### config.mk
export PLATFORM = sky130hd
export DESIGN_NAME = led_breathe_pwm
export DESIGN_NICKNAME = d
export VERILOG_FILES = /design/src/rtl/led_breathe_pwm_pkg.sv /design/src/rtl/led_breathe_pwm_pwm_core.sv /design/src/rtl/led_breathe_pwm.sv
export SDC_FILE = /design/constraint.sdc
export NUM_CORES = 1
export LEC_CHECK = 0
export ABC_AREA = 0
export CAP_MARGIN = 20
export CORE_MARGIN = 8
export CORE_UTILIZATION = 24
export CTS_CLUSTER_DIAMETER = 40
export DETAILED_ROUTE_END_ITERATION = 6
export GPL_TIMING_DRIVEN = 0
export PLACE_DENSITY = 0.41
export SYNTH_ARGS = -nofsm -noshare
export SYNTH_HDL_FRONTEND = slang
export SYNTH_SLANG_ARGS = --single-unit
export TNS_END_PERCENT = 5
### constraint.sdc
create_clock -name i_clk -period 3.4 [get_ports i_clk]
set_clock_uncertainty 0.1 [all_clocks]
set_input_delay 0.85 -clock i_clk [delete_from_list [all_inputs] [get_ports i_clk]]
set_output_delay 0.85 -clock i_clk [all_outputs]
set_load 0.02 [all_outputs]
### src/rtl/led_breathe_pwm_pkg.sv
// Shared types and width helpers for the LED breathing PWM block.
package led_pkg;

  typedef enum logic [1:0] {
    RAMP_UP = 2'd0,
    HOLD_HI = 2'd1,
    RAMP_DN = 2'd2,
    HOLD_LO = 2'd3
  } state_e;

  function automatic int unsigned dmax(input int unsigned w);
    return (32'd1 << w) - 32'd1;
  endfunction

  // Bits needed to count 0..n-1; never narrower than one bit.
  function automatic int unsigned cnt_w(input int unsigned n);
    return (n <= 32'd2) ? 32'd1 : $clog2(n);
  endfunction

endpackage

### src/rtl/led_breathe_pwm_pwm_core.sv
// PWM counter, period-synchronised duty latch and LED compare register.
// LED_BREATHE_GAMMA_EN selects a squared (perceptual) duty curve.
module pwm_core
  import led_pkg::*;
#(
  parameter int unsigned PWM_W = 8
) (
  input  logic             i_clk,
  input  logic             i_rst,
  input  logic             i_en,
  input  logic [PWM_W-1:0] i_duty,
  output logic             o_led
);

  localparam logic [PWM_W-1:0] DMAX = PWM_W'(dmax(PWM_W));

  logic [PWM_W-1:0] pwm_cnt_q, pwm_cnt_d;
  logic [PWM_W-1:0] duty_eff_q, duty_eff_d;
  logic             led_q, led_d;
  logic [PWM_W-1:0] eff_load_s;

`ifdef LED_BREATHE_GAMMA_EN
  logic [2*PWM_W-1:0] sq_s;

  // Gamma curve: upper half of the squared duty.
  always_comb begin
    sq_s       = {{PWM_W{1'b0}}, i_duty} * {{PWM_W{1'b0}}, i_duty};
    eff_load_s = sq_s[2*PWM_W-1:PWM_W];
  end
`else
  // Linear curve: raw duty is used directly.
  always_comb begin
    eff_load_s = i_duty;
  end
`endif

  // Next-state for counter, latched duty and LED compare.
  always_comb begin
    pwm_cnt_d  = pwm_cnt_q + PWM_W'(1);
    duty_eff_d = duty_eff_q;
    led_d      = i_en & (pwm_cnt_q < duty_eff_q);
    // Only reload at the wrap so a period's high-time is never cut short.
    if (pwm_cnt_q == DMAX) begin
      duty_eff_d = eff_load_s;
    end else begin
      duty_eff_d = duty_eff_q;
    end
  end

  // State registers with synchronous reset.
  always_ff @(posedge i_clk) begin
    if (i_rst) begin
      pwm_cnt_q  <= '0;
      duty_eff_q <= '0;
      led_q      <= 1'b0;
    end else begin
      pwm_cnt_q  <= pwm_cnt_d;
      duty_eff_q <= duty_eff_d;
      led_q      <= led_d;
    end
  end

  assign o_led = led_q;

endmodule

### src/rtl/led_breathe_pwm.sv
// LED breathing pattern: prescaled triangle duty ramp driving pwm_core.
// Optional macro LED_BREATHE_GAMMA_EN enables the gamma curve in pwm_core.
module led_breathe_pwm
  import led_pkg::*;
#(
  parameter int unsigned PWM_W      = 8,
  parameter int unsigned STEP_DIV   = 4096,
  parameter int unsigned HOLD_STEPS = 64
) (
  input  logic             i_clk,
  input  logic             i_rst,
  input  logic             i_en,
  output logic             o_led,
  output logic [1:0]       o_phase,
  output logic [PWM_W-1:0] o_duty,
  output logic             o_cycle_done
);

  localparam int unsigned      PRESC_W = cnt_w(STEP_DIV);
  localparam int unsigned      HOLD_W  = cnt_w(HOLD_STEPS);
  localparam logic [PWM_W-1:0] DMAX    = PWM_W'(dmax(PWM_W));
  localparam logic [PRESC_W-1:0] PRESC_LAST = PRESC_W'(STEP_DIV - 32'd1);
  localparam logic [HOLD_W-1:0]  HOLD_LAST  = HOLD_W'(HOLD_STEPS - 32'd1);

  state_e             state_q, state_d;
  logic [PRESC_W-1:0] presc_q, presc_d;
  logic [HOLD_W-1:0]  hold_q, hold_d;
  logic [PWM_W-1:0]   duty_q, duty_d;
  logic               done_q, done_d;
  logic               tick_s;

  // Step-tick prescaler; frozen while disabled.
  always_comb begin
    tick_s  = i_en & (presc_q == PRESC_LAST);
    presc_d = presc_q;
    if (tick_s) begin
      presc_d = '0;
    end else if (i_en) begin
      presc_d = presc_q + PRESC_W'(1);
    end else begin
      presc_d = presc_q;
    end
  end

  // Triangle FSM; advances only on step ticks.
  always_comb begin
    state_d = state_q;
    duty_d  = duty_q;
    hold_d  = hold_q;
    done_d  = 1'b0;
    if (tick_s) begin
      case (state_q)
        RAMP_UP: begin
          if (duty_q == DMAX) begin
            state_d = HOLD_HI;
            hold_d  = '0;
          end else begin
            duty_d = duty_q + PWM_W'(1);
          end
        end
        HOLD_HI: begin
          if (hold_q == HOLD_LAST) begin
            state_d = RAMP_DN;
            hold_d  = '0;
          end else begin
            hold_d = hold_q + HOLD_W'(1);
          end
        end
        RAMP_DN: begin
          if (duty_q == '0) begin
            state_d = HOLD_LO;
            hold_d  = '0;
          end else begin
            duty_d = duty_q - PWM_W'(1);
          end
        end
        HOLD_LO: begin
          if (hold_q == HOLD_LAST) begin
            state_d = RAMP_UP;
            hold_d  = '0;
            done_d  = 1'b1;
          end else begin
            hold_d = hold_q + HOLD_W'(1);
          end
        end
        default: begin
          state_d = RAMP_UP;
          duty_d  = '0;
          hold_d  = '0;
        end
      endcase
    end else begin
      state_d = state_q;
      duty_d  = duty_q;
      hold_d  = hold_q;
    end
  end

  // Control registers with synchronous reset.
  always_ff @(posedge i_clk) begin
    if (i_rst) begin
      state_q <= RAMP_UP;
      presc_q <= '0;
      hold_q  <= '0;
      duty_q  <= '0;
      done_q  <= 1'b0;
    end else begin
      state_q <= state_d;
      presc_q <= presc_d;
      hold_q  <= hold_d;
      duty_q  <= duty_d;
      done_q  <= done_d;
    end
  end

  pwm_core #(
    .PWM_W (PWM_W)
  ) u_pwm_core (
    .i_clk  (i_clk),
    .i_rst  (i_rst),
    .i_en   (i_en),
    .i_duty (duty_q),
    .o_led  (o_led)
  );

  assign o_phase      = state_q;
  assign o_duty       = duty_q;
  assign o_cycle_done = done_q;

endmodule

-- Yosys cells after proc, flatten, opt, wreduce, memory -nomap -nowiden
Index checks and enable logic that the tools add are counted.
- bits in registers: 46
- input bits: 3
- output and inout bits: 12
- word-level logic and storage cells: 53
- add/sub/neg operators: 5
- order comparisons: 1
- equal/unequal tests: 13
- muxes and demuxes: 13
- bitwise logic cells: 4
- reduce and logical (&&, ||, !) cells: 9
- operator list (operator ; number):
    6-bit 2-to-1 mux ; 3
    6-bit case mux with 3 select lines ; 1
    8-bit by 1-bit adder with 8-bit output (second input constant) ; 2
    8-bit equality test (second input constant) ; 2
    8-bit 2-to-1 mux ; 2
    8-bit case mux with 2 select lines ; 1
    12-bit by 1-bit adder with 12-bit output (second input constant) ; 1
    12-bit equality test (second input constant) ; 1
    2-bit inequality test (second input constant) ; 6
    8-bit logical NOT ; 1
    8-bit < comparator ; 1
    2-bit 2-to-1 mux ; 4
    2-bit case mux with 4 select lines ; 1
    8-bit by 1-bit subtractor with 8-bit output (second input constant) ; 1
    6-bit by 1-bit adder with 6-bit output (second input constant) ; 1
    6-bit equality test (second input constant) ; 1
    5-bit AND reduction ; 1
    2-bit equality test (second input constant) ; 2
    4-bit AND reduction ; 1
    2-bit OR reduction ; 2
    3-bit AND reduction ; 1
    3-bit OR reduction ; 1
    1-bit bitwise AND ; 2
    2-bit by 1-bit equality test with 1-bit output (second input constant) ; 1
    4 further kinds ; 5

-- Depth between registers and ports, before layout
- word-level depth: 4
- depth in mapped cells: 10
- gate-level depth less buffers: 9

-- Cells and area by module
A second synthesis with hierarchy kept.
- cell total of the unflattened synthesis: 299
- area, all modules: 2506.2 µm²
- by module, submodules not included (module ; times used ; cells an instance ; area each (µm²) ; seq. area each (µm²)):
    led_breathe_pwm ; 1 ; 207 ; 1712.9 ; 580.6
    pwm_core ; 1 ; 92 ; 793.3 ; 340.3

-- Least setup slack after synthesis
OpenSTA, ideal clock, no wires.
- kind: register -> register
- start: reg state_q[0], in the netlist o_phase[0]
- end: reg duty_q[6], in the netlist o_duty[6]
- setup time: 0.070 ns
- data arrival time: 2.423 ns
- data required time: 3.230 ns
- path slack: 0.807 ns
- cell stages (with the launch flop): 11
- path buffers: 1
- clock period less this slack: 2.593 ns
- path through: dfxtp_1 > inv_1 > ha_1 > clkbuf_1 > xor2_1 > ha_1 > nor3b_1 > nor4b_1 > a222oi_1 > or3_1 > a21oi_1
- cells in the longest elaborated chain, start to end: 3
- elaborated cells between the ends (all ways): 7
- classes of those cells: 3 x eq/ne; 1 x mux; 3 x reduce/logical
- RTL lines (what ; line ; RTL):
    start, declared ; led_breathe_pwm.sv:25 ; state_e state_q, state_d;
    start signal, assigned ; led_breathe_pwm.sv:108 ; state_q <= state_d;
    2-bit equality test / 2-bit logical NOT (equally long branches) ; led_breathe_pwm.sv:52 ; case (state_q)
    2-bit inequality test (no line) / 2-bit nonzero test (equally long branches) ; - ;
    4-bit AND reduction (no line) ; - ;
    end signal, assigned ; led_breathe_pwm.sv:111 ; duty_q <= duty_d;
    end, declared ; led_breathe_pwm.sv:28 ; logic [PWM_W-1:0] duty_q, duty_d;
Several ways; a longest one is shown, not always the timed one.
A chain may end at the register's enable or synchronous reset.

-- Worst setup path in the final report
- start: in i_en
- end: reg duty_q[6], in the netlist o_duty[6]
- cells in the longest elaborated chain, start to end: 2
- RTL lines (what ; line ; RTL):
    start, declared ; led_breathe_pwm.sv:12 ; input logic i_en,
    1-bit bitwise AND ; led_breathe_pwm.sv:34 ; tick_s = i_en & (presc_q == PRESC_LAST);
    4-bit AND reduction (no line) ; - ;
No other way between the ends.

==> out/qor.csv <==
stage,metric,value,unit
status,status,"complete, no violations",
cells_and_area,area_growth,16.3,%
yosys,syn_area,2460,um^2
cells_and_area,design_area,2860,um^2
power_and_ir_drop,p_per_area,331,nW/um^2
drt,ant_nets,0,
cells_and_area,nNetsFinal,325,
drt,viasPerCell,4.56,
floorplanning,io_pins,15,
clock_network,cts_sinks,46,
yosys,synth_warnings,0,
timing,fin_ws,321,ps
drt,num_vias,2017,
clock_network,insertion_delay,300,ps
placed_design,dpl-instance-area,2770,um^2
timing,grt_setup_unrepaired,no,
timing,slew_headroom,41.9,%
cells_and_area,register_area,921,um^2
yosys,synthCells,284,
floorplanning,die-area,13800,um^2
drt,post_drt_wl_per_cell,12.8,um
setup_path,r2r_setup_slack,490,ps
global_route,first_global_vias,1825,
clock_network,cts_buffers,5,
clock_network,post_cts_buffers,0,
yosys,synth_area_per_cell,8.67,um^2
power_and_ir_drop,pwr-share-comb,4.0,%
yosys,synthesis.nets,304,
yosys,yosysUniqueCellTypes,45,
cells_and_area,finish.utilization,28.2,%
cells_and_area,diodes,0,
setup_path,end_kind,flop,
clock_network,htree_levels,2,
drt,dr.pass1.iters,4,
power_and_ir_drop,power.internal,0.000725,W
timing,finalCritPeriodShare,90.6,%
global_route,grt_overflow_total,0,
drt,routed_wl,5680,um
yosys,synth_flop_cell,dfxtp_1,
yosys,ys_ff_latch,46,
setup_path,cp.arrival,3210,ps
timing,max_freq,325,MHz
timing,hold_viol,0,
cells_and_area,drive_gt1_share,5.23,%
power_and_ir_drop,p_leak,1.00,nW
power_and_ir_drop,p_sw_share,23.5,%
cells_and_area,nFillCells,1094,
placed_design,dp_slack,-15.2,ps
power_and_ir_drop,p_switching,0.000222,W
global_route,grt_usage,8.55,%
floorplanning,core_area,10100,um^2
clock_network,ctsResizeCount,0,
setup_path,cp.required,3530,ps
setup_path,cp_max_fo,10,
placed_design,io_buffers,14,
drt,drt-initial-drc-count,109,
setup_path,start_kind,input pin,
setup_path,crit_type,in -> reg,
yosys,synth_edf_count,0,
floorplanning,num_rows,37,
placed_design,globalplace.congestion,0.743,
flow_run,cap_viol_max_count,0,
global_route,antenna_found_initial,0,
timing,finalSetupViolCount,0,
clock_network,path_clk_slew,90,ps
hold_path,hold_class,reg -> reg,
power_and_ir_drop,pwr-share-clk,37.9,%
floorplanning,die_h,117,um
global_route,grt_max_degree,14,
cells_and_area,multiInputGateArea,1430,um^2
floorplanning,initial_core_util,24.3,%
placed_design,dp_hpwl,4020,um
floorplanning,die_w,117,um
clock_network,root_buffer,clkbuf_8,
timing,post-route-min-period,3080,ps
global_route,grt_pass1_wl,9250,um
drt,route.detailed.drc,0,
clock_network,cts_tree,built,
clock_network,ctsLongestPathBuffers,2,
yosys,async_reset_ff_share,0,%
clock_network,ctsHoldBuffers,0,
power_and_ir_drop,pwr-share-seq,58.1,%
yosys,ys_seq_area_share,37.4,%
timing,worst_slew_pin_slew,869,ps
timing,slew_violations,0,
timing,holdWs,369,ps
power_and_ir_drop,ir_worst_vdd,124,uV
-- cells in the final DEF, fill, tap and decap left out, types with 2 or more instances in the layout --
master / synthesis / routed
o21ai_0: 16 / 16
nand4_1: 4 / 4
clkbuf_1: 12 / 13
or3_1: 10 / 10
inv_1: 13 / 13
nor3b_1: 3 / 3
clkbuf_8: 0 / 6
and3_1: 3 / 3
a41oi_1: 2 / 2
or4b_1: 2 / 2
mux2i_1: 10 / 10
o31ai_1: 4 / 4
xor2_1: 11 / 11
nand2b_1: 5 / 5
nand2_1: 11 / 11
a222oi_1: 3 / 3
ha_1: 17 / 17
nor2_1: 38 / 38
a21o_1: 3 / 3
nor4b_1: 2 / 2
nor2b_1: 7 / 7
nor3_1: 3 / 3
a21oi_1: 19 / 19
nand3_1: 9 / 9
or4_1: 5 / 5
xnor2_1: 7 / 7
dfxtp_1: 46 / 46
clkdlybuf4s50_1: 0 / 14
-- registers in the layout, summed over array words and instances, names as in the netlist --
register and count:
presc_q 12, o_duty 8, u_pwm_core.duty_eff_q 8, u_pwm_core.pwm_cnt_q 8, hold_q 6, o_phase 2
o_cycle_done 1, u_pwm_core.o_led 1
-- cell families after synthesis --
group                    synth area share, %
AND/OR/NAND/NOR                         24.7
AO/OA/AOI/OAI                           14.4
flip-flops                              37.4
buffers and inverters                   4.42
XOR/XNOR                                6.41
adder cells (fa/ha/maj)                 8.64
multiplexers                            4.07
-- power groups by stage --
stage	Combinational (W)	Clock [W]	Sequential, W
final	0.0000378	0.000359	0.000550
after global routing	0.0000424	0.000398	0.000552
after CTS	0.0000394	0.000380	0.000551
after detailed placement	0.0000392	0	0.000563
after global placement	0.0000391	0	0.000563
after floorplan	0.0000242	0	0.000563
-- synthesized netlist by cell type, types with 9 or more instances --
| cell | instances | share of area (%) |
|---|---|---|
| dfxtp_1 | 46 | 37 |
| nor2_1 | 38 | 5.8 |
| a21oi_1 | 19 | 3.9 |
| ha_1 | 17 | 8.6 |
| o21ai_0 | 16 | 3.3 |
| inv_1 | 13 | 2.0 |
| clkbuf_1 | 12 | 1.8 |
| nand2_1 | 11 | 1.7 |
| xor2_1 | 11 | 3.9 |
| mux2i_1 | 10 | 4.1 |
| or3_1 | 10 | 2.5 |
| nand3_1 | 9 | 1.8 |
-- worst max-delay path, stage by stage --
cell and delay, ps:
clkdlybuf4s50_1 640, nand4_4 170, or4_4 520, a221o_2 380
buf_6 170, or3_1 340, a21oi_1 130
-- area by class of cell --
class | count | area share [%]
multi-input combinational | 211 | 50.0
clock buffer | 7 | 3.02
sequential | 46 | 32.2
tap | 136 | 5.94
buffer | 14 | 2.10
inverter | 13 | 1.70
timing repair buffer | 14 | 4.90
clock inverter | 1 | 0.175
-- path summary, 6_finish.rpt --
check	from	to	depth (start not counted)
min	u_pwm_core.pwm_cnt_q[0]	u_pwm_core.pwm_cnt_q[0]	1
max reg2reg	o_phase[0]	o_duty[6]	10
min reg2reg	u_pwm_core.pwm_cnt_q[0]	u_pwm_core.pwm_cnt_q[0]	1
max	i_en	o_duty[6]	7
-- per-stage QoR --
stage | setup TNS (ps) | cells | power, W
2_1_floorplan | 0 | 284 | 0.000587
3_3_place_gp | -27.7 | 434 | 0.000602
3_5_place_dp | -15.2 | 434 | 0.000602
4_1_cts | 0 | 442 | 0.000970
5_1_grt | 0 | 442 | 0.000992
6_report | 0 | 442 | 0.000948
-- metal layers --
layer	GRT usage, %	vias to the layer above	routed length, um
li1	-	1043	-
met3	2.05	7	249
met4	2.82	0	65
met5	0	-	0
met2	12.8	29	2450
met1	11.7	938	2920
No activity file was read; power rests on OpenSTA's default activity.
